--- config.mk ---
export PLATFORM = sky130hd
export DESIGN_NAME = decode_pipe_stage
export DESIGN_NICKNAME = d
export VERILOG_FILES = /design/src/rtl/decode_pipe_stage.sv
export SDC_FILE = /design/constraint.sdc
export NUM_CORES = 2
export LEC_CHECK = 0
export ABC_AREA = 0
export BUFFER_PORTS_ARGS = -buffer_cell sky130_fd_sc_hd__buf_2
export CAP_MARGIN = 20
export CORE_ASPECT_RATIO = 1.75
export CORE_MARGIN = 2
export CORE_UTILIZATION = 50
export DETAILED_ROUTE_END_ITERATION = 6
export HOLD_SLACK_MARGIN = 0.02
export PLACE_DENSITY = 0.73
export SYNTH_ARGS = -nofsm -noshare
export SYNTH_HDL_FRONTEND = slang
export SYNTH_SLANG_ARGS = --single-unit
--- constraint.sdc ---
create_clock -name clk -period 6 [get_ports clk]
set_clock_uncertainty 0.05 [all_clocks]
set_input_delay 0.9 -clock clk [delete_from_list [all_inputs] [get_ports clk]]
set_output_delay 0.9 -clock clk [all_outputs]
set_load 0.02 [all_outputs]
--- src/rtl/decode_pipe_stage.sv ---
// -----------------------------------------------------------------------------
// decode_pipe_stage
//
// Y86-64 pipelined decode stage. It holds the F/D pipeline register (D_*) with
// stall/bubble control, the 15-entry register file (r0..r14) with its E and M
// write-back ports, and the combinational source/destination ID decode and
// operand selection that feed the E register.
//
// Optional feature macro: DECODE_FWD_EN
//   defined   : valA/valB are bypassed from the e/M/W stages
//               (e_dstE, M_dstM, M_dstE, W_dstM, W_dstE, then the register file).
//   undefined : valA/valB come straight from the register file (the valP select
//               for call/jXX is kept); hazards are resolved by external stalls.
//
// Ports
//   clk, rst                   clock, synchronous active-high reset
//   D_stall, D_bubble          D register hold / load-nop controls
//   f_icode..f_valP            fetched instruction fields
//   e_dstE, e_valE             execute-stage result (post-cond)
//   M_dstE, M_valE             memory-stage ALU result
//   M_dstM, m_valM             memory-stage load data
//   W_dstE, W_valE             write-back port E
//   W_dstM, W_valM             write-back port M (wins on same register)
//   d_icode, d_ifun, d_valC    D register fields passed to E
//   d_valA, d_valB             selected / forwarded operands
//   d_srcA, d_srcB             source register IDs
//   d_dstE, d_dstM             destination register IDs
// -----------------------------------------------------------------------------
module decode_pipe_stage #(
    parameter logic [3:0] RSP   = 4'd4,
    parameter logic [3:0] RNONE = 4'd15
) (
    input  logic        clk,
    input  logic        rst,
    input  logic        D_stall,
    input  logic        D_bubble,
    input  logic [3:0]  f_icode,
    input  logic [3:0]  f_ifun,
    input  logic [3:0]  f_rA,
    input  logic [3:0]  f_rB,
    input  logic [63:0] f_valC,
    input  logic [63:0] f_valP,
    input  logic [3:0]  e_dstE,
    input  logic [63:0] e_valE,
    input  logic [3:0]  M_dstE,
    input  logic [63:0] M_valE,
    input  logic [3:0]  M_dstM,
    input  logic [63:0] m_valM,
    input  logic [3:0]  W_dstE,
    input  logic [63:0] W_valE,
    input  logic [3:0]  W_dstM,
    input  logic [63:0] W_valM,
    output logic [3:0]  d_icode,
    output logic [3:0]  d_ifun,
    output logic [63:0] d_valC,
    output logic [63:0] d_valA,
    output logic [63:0] d_valB,
    output logic [3:0]  d_srcA,
    output logic [3:0]  d_srcB,
    output logic [3:0]  d_dstE,
    output logic [3:0]  d_dstM
);

    localparam logic [3:0] I_NOP    = 4'h1;
    localparam logic [3:0] I_RRMOVQ = 4'h2;
    localparam logic [3:0] I_IRMOVQ = 4'h3;
    localparam logic [3:0] I_RMMOVQ = 4'h4;
    localparam logic [3:0] I_MRMOVQ = 4'h5;
    localparam logic [3:0] I_OPQ    = 4'h6;
    localparam logic [3:0] I_JXX    = 4'h7;
    localparam logic [3:0] I_CALL   = 4'h8;
    localparam logic [3:0] I_RET    = 4'h9;
    localparam logic [3:0] I_PUSHQ  = 4'hA;
    localparam logic [3:0] I_POPQ   = 4'hB;

    // F/D pipeline register
    logic [3:0]  D_icode;
    logic [3:0]  D_ifun;
    logic [3:0]  D_rA;
    logic [3:0]  D_rB;
    logic [63:0] D_valC;
    logic [63:0] D_valP;

    // register file, r0..r14 (ID 15 is "no register" and has no storage)
    logic [63:0] rf [0:14];

    logic [3:0]  src_a;
    logic [3:0]  src_b;
    logic [3:0]  dst_e;
    logic [3:0]  dst_m;
    logic [63:0] rf_a;
    logic [63:0] rf_b;
    logic [63:0] sel_a;
    logic [63:0] sel_b;

    always_ff @(posedge clk) begin
        if (rst || (!D_stall && D_bubble)) begin
            D_icode <= I_NOP;
            D_ifun  <= 4'h0;
            D_rA    <= RNONE;
            D_rB    <= RNONE;
            D_valC  <= 64'd0;
            D_valP  <= 64'd0;
        end else if (!D_stall) begin
            D_icode <= f_icode;
            D_ifun  <= f_ifun;
            D_rA    <= f_rA;
            D_rB    <= f_rB;
            D_valC  <= f_valC;
            D_valP  <= f_valP;
        end
    end

    // Port M is written after port E so it wins when both target one register.
    always_ff @(posedge clk) begin
        if (rst) begin
            for (int i = 0; i < 15; i++) begin
                rf[i] <= 64'd0;
            end
        end else begin
            if (W_dstE != RNONE) begin
                rf[W_dstE] <= W_valE;
            end
            if (W_dstM != RNONE) begin
                rf[W_dstM] <= W_valM;
            end
        end
    end

    always_comb begin
        src_a = RNONE;
        src_b = RNONE;
        dst_e = RNONE;
        dst_m = RNONE;
        case (D_icode)
            I_RRMOVQ, I_RMMOVQ, I_OPQ, I_PUSHQ: src_a = D_rA;
            I_RET, I_POPQ:                      src_a = RSP;
            default:                            src_a = RNONE;
        endcase
        case (D_icode)
            I_RMMOVQ, I_MRMOVQ, I_OPQ:            src_b = D_rB;
            I_CALL, I_RET, I_PUSHQ, I_POPQ:       src_b = RSP;
            default:                              src_b = RNONE;
        endcase
        case (D_icode)
            I_RRMOVQ, I_IRMOVQ, I_OPQ:            dst_e = D_rB;
            I_CALL, I_RET, I_PUSHQ, I_POPQ:       dst_e = RSP;
            default:                              dst_e = RNONE;
        endcase
        case (D_icode)
            I_MRMOVQ, I_POPQ:                     dst_m = D_rA;
            default:                              dst_m = RNONE;
        endcase
    end

    assign rf_a = (src_a == RNONE) ? 64'd0 : rf[src_a];
    assign rf_b = (src_b == RNONE) ? 64'd0 : rf[src_b];

`ifdef DECODE_FWD_EN
    // Youngest producer first; a RNONE source never matches anything.
    function automatic logic [63:0] fwd(input logic [3:0] src, input logic [63:0] rf_val);
        logic [63:0] v;
        v = rf_val;
        if (src == RNONE)        v = 64'd0;
        else if (src == e_dstE)  v = e_valE;
        else if (src == M_dstM)  v = m_valM;
        else if (src == M_dstE)  v = M_valE;
        else if (src == W_dstM)  v = W_valM;
        else if (src == W_dstE)  v = W_valE;
        return v;
    endfunction

    assign sel_a = fwd(src_a, rf_a);
    assign sel_b = fwd(src_b, rf_b);
`else
    // Bypass sources are unused here; fold them so they are visibly consumed.
    logic unused_fwd;
    assign unused_fwd = ^{e_dstE, e_valE, M_dstE, M_valE, M_dstM, m_valM};

    assign sel_a = rf_a;
    assign sel_b = rf_b;
`endif

    // call and jXX carry valP down the A path instead of a register.
    assign d_valA  = (D_icode == I_JXX || D_icode == I_CALL) ? D_valP : sel_a;
    assign d_valB  = sel_b;
    assign d_icode = D_icode;
    assign d_ifun  = D_ifun;
    assign d_valC  = D_valC;
    assign d_srcA  = src_a;
    assign d_srcB  = src_b;
    assign d_dstE  = dst_e;
    assign d_dstM  = dst_m;

endmodule
==> results.rst <==
.. list-table::
   :header-rows: 1

   * - Metric
     - Value
   * - Antenna-violating nets left
     - 0
   * - Power density of the placed cells
     - 276 nW/um^2
   * - Worst hold path type
     - in -> reg
   * - Lkg Pwr
     - ~27 nW
   * - Part of the total power dissipated in sequential elements
     - 50.4%
   * - Congestion Overflow GR
     - 0
   * - Tightest hold margin
     - just over 300 ps
   * - Sinks on Clock Net
     - between 1,000 and 1,500
   * - Smallest setup slack after layout
     - 99.9 ps
   * - Initial antenna violation count
     - 48
   * - Post-layout minimum cycle time
     - between 5000 and 6000 ps
   * - Number of setup violations in the final report
     - 0
   * - Required arrival time at the worst endpoint
     - roughly 5100 ps
   * - Most frequent cell on the critical path
     - sky130_fd_sc_hd__buf_4
   * - Switching power
     - 5.34 mW
   * - Post-DP HPWL
     - 151,000 um
   * - Most frequent cells in the layout
     - 1,026 x sky130_fd_sc_hd__nand2_1, 1,024 x sky130_fd_sc_hd__edfxtp_1, 960 x sky130_fd_sc_hd__a22o_1
   * - Pin count of the biggest net entering global routing
     - 156
   * - Std-Cell Core Area
     - 125,000 um^2
   * - Overall die width
     - 272 um
   * - First-pass detailed-route iteration total
     - 7
   * - Maximum vdd ir drop
     - roughly 0.23 mV
   * - Slew at the pin closest to its max-slew limit
     - 1420 ps
   * - Total of cells resized after clock tree synthesis
     - 0
   * - Share of the clock period used by the worst path
     - 98.3%
   * - Final core utilization
     - 56.3%
   * - Yosys Warn Count
     - 0
   * - Max-Cap Viols
     - 0
   * - Share of post-route cells with drive strength above 1
     - approximately 16%
   * - H-tree depth
     - 3
   * - Maximum buffer depth of the clock tree
     - 3
   * - CTS tree
     - done
   * - Root buffer cell
     - sky130_fd_sc_hd__clkbuf_16
   * - Unrepaired setup endpoints after global routing
     - false
   * - Post-CTS setup buffer count
     - 0
   * - IO buf count
     - 499
   * - First-pass GRT wire length
     - 381,000 um
   * - Async SR Flop Fraction
     - 0%
   * - Switching Fraction
     - approximately 27%
   * - Starting density of the core
     - between 50% and 60%
   * - Number of filler instances in the final layout
     - 10,600
   * - Peak fanout along the critical path
     - 131
   * - Area growth syn-to-layout
     - 11.8%
   * - Insertion delay of the later-clocked pin in the worst-skew pair
     - 750 ps
   * - Std-Cell Rows
     - 172
   * - Final wirelength
     - 271,000 um
   * - Via-per-instance ratio
     - 7.66
   * - Sum Neg Setup Slack
     - 0 ps
   * - Worst rel slew slack
     - under 10%
   * - Remaining DRCs
     - 13
   * - Average size of a mapped cell
     - 10.8 um^2
   * - Cell count after synthesis
     - 5,840
   * - Portion of total power attributed to combinational logic
     - 13.4%
   * - Net total in the final layout
     - 6,372
   * - DP Worst Slack
     - a little under 1000 ps
   * - Highest cell delay on the worst timing path
     - 750 ps
   * - Count of routing violations after the opening detailed-route iteration
     - 11,500
   * - Type of the setup path with the least slack
     - reg -> out
   * - F_max
     - 0.169 GHz
   * - Register cell area after layout
     - 33,600 um^2
   * - Synth Register Bits
     - between 1,000 and 1,500
   * - Max-slew violation count
     - 0
   * - Synth unique cells
     - between 60 and 70
   * - All-layer global routing usage
     - between 40% and 50%
   * - Placer Congestion
     - 0.923
   * - CP Data Arrival Time
     - 4950 ps
   * - Primary flip-flop cell chosen by synthesis mapping
     - sky130_fd_sc_hd__edfxtp_1
   * - Number of buffers added to fix hold violations after cts
     - 0
   * - Proportion of synthesized chip area in sequential cells
     - between 50 and 60%
   * - Cts bufs inserted
     - 107
   * - Commonest non-fill, non-tap cell in the layout
     - sky130_fd_sc_hd__nand2_1
   * - Die Y
     - 474 um
   * - Multi-input gate area in the final layout
     - 27,000 um^2
   * - Violated checks
     - DRC
   * - Synthesized cell area
     - roughly 63,000 um^2
   * - Total internal power
     - 14.1 mW
   * - Die Area
     - between 100,000 and 150,000 um^2
   * - Clock transition time at the flip-flop clock pins of the worst setup and hold paths
     - about 70 ps
   * - Total via count in the routed design
     - 58,700
   * - Status
     - finished with violations
   * - Kind of start point of the critical path
     - register
   * - Share of power burned in the clock network
     - about 36%
   * - Number of flops mapped to enable cells by yosys
     - 1,024
   * - CP endpoint kind
     - primary output
   * - Slowest cell on crit path
     - sky130_fd_sc_hd__dfxtp_1
   * - Via count of the first global-routing pass
     - 57,100
   * - Number of placed I/O pins
     - 704
   * - CP Cell Sequence
     - or3b_1, o221ai_4, buf_12, nand2_2, buf_4, a21oi_1, o41ai_1, buf_4, buf_2
   * - Fin. Hold Viols
     - 0
   * - Per-cell routed wire length
     - 35.4 um
## metal layers
metal	wire length [um]	GRT usage, %
met1	82700	46.1
met4	27800	35.3
met3	43300	13.4
met2	117000	61.5
met5	252	0
## worst max-delay path, delay by kind of cell (launching register included)
kind / cells / cell delay (ps)
AOI/OAI and AO/OA: 3 / 850
and+or+nand+nor: 2 / 1100
buffers and inverters: 4 / 1420
DFF: 1 / 750
## logic make-up after synthesis
logic type             synth area share (%)
buffers and inverters                  4.93
DFF                                    53.3
muxes                                  4.89
other                               0.00595
and+or+nand+nor                        11.2
AOI/OAI and AO/OA                      25.7
## power groups by stage
stage	logic (mW)	clock network [mW]	registers [mW]
2_1_floorplan	1.47	0	9.89
3_3_place_gp	2.45	0	9.90
5_1_grt	2.68	7.30	9.84
3_5_place_dp	2.49	0	9.94
4_1_cts	2.49	7.00	9.77
6_report	2.60	7.04	9.80
## path summary, 6_finish.rpt
path,startpoint,end,slack [ps],cells past startpoint
setup reg to reg,d_icode[0],d_icode[0],4790,2
hold reg to reg,d_valC[62],d_valC[62],440,2
setup / recovery,d_icode[2],d_valA[34],100,9
hold / removal,f_valP[19],D_valP[19],300,3
## registers in the layout, summed over array words and instances, names as in the netlist
signal and cells:
rf 1024, D_valP 64, d_valC 64, D_rA 4
D_rB 4, d_icode 4, d_ifun 4
## area by class of cell
class	instances	share of cell area, %
clock inverters	62	0.792
clock buffers	141	4.18
diodes	32	0.114
well taps	1653	2.93
multi-input cells	3933	38.3
flip-flops and latches	1168	47.7
inverters	12	0.112
repair buffers	662	5.85
## through the flow
step           cell area, um^2  power, mW  std cells
2_1_floorplan            63300       11.4       5903
3_3_place_gp             66900       12.4       7427
3_5_place_dp             66900       12.4       7428
4_1_cts                  70400       19.3       7631
5_1_grt                  70400       19.8       7640
6_report                 70500       19.4       7663
## cell usage after synthesis (3+ instances only)
library cell               count  share of area (%)
sky130_fd_sc_hd__mux4_2       65                2.3
sky130_fd_sc_hd__mux2i_1     162                2.6
sky130_fd_sc_hd__or3_1         4              0.040
sky130_fd_sc_hd__buf_6         4              0.071
sky130_fd_sc_hd__nor4_2        4              0.079
sky130_fd_sc_hd__o41ai_1      49               0.68
sky130_fd_sc_hd__o221ai_1     18               0.25
sky130_fd_sc_hd__a32o_1       63                1.0
sky130_fd_sc_hd__buf_4         4              0.048
sky130_fd_sc_hd__dfxtp_1     144                4.6
sky130_fd_sc_hd__edfxtp_1   1024                 49
sky130_fd_sc_hd__a21oi_1     229                1.8
sky130_fd_sc_hd__inv_1         7              0.042
sky130_fd_sc_hd__a311o_1       3              0.048
sky130_fd_sc_hd__nor3_1      147                1.2
sky130_fd_sc_hd__nand2b_1      8              0.079
sky130_fd_sc_hd__a311oi_1     14               0.19
sky130_fd_sc_hd__buf_1        51               0.30
sky130_fd_sc_hd__buf_2        42               0.33
sky130_fd_sc_hd__o22ai_1       4              0.040
sky130_fd_sc_hd__or2_2         4              0.040
sky130_fd_sc_hd__and3_1       63               0.62
sky130_fd_sc_hd__a221o_1     140                2.2
sky130_fd_sc_hd__a22o_1      960                 13
sky130_fd_sc_hd__a221oi_1    203                2.8
sky130_fd_sc_hd__a211o_1      73                1.0
sky130_fd_sc_hd__nand3_1     195                1.5
sky130_fd_sc_hd__clkbuf_1    689                4.1
sky130_fd_sc_hd__o211ai_1     14               0.17
sky130_fd_sc_hd__a31oi_1     113                1.1
sky130_fd_sc_hd__inv_2         3              0.018
sky130_fd_sc_hd__a211oi_1     49               0.58
sky130_fd_sc_hd__nor2_1      203                1.2
sky130_fd_sc_hd__nor2b_1       8              0.079
sky130_fd_sc_hd__nand2_1    1029                6.1
sky130_fd_sc_hd__nor4_1        3              0.030
sky130_fd_sc_hd__o21ai_0       8              0.063
Power figures use the tool's default switching activity.
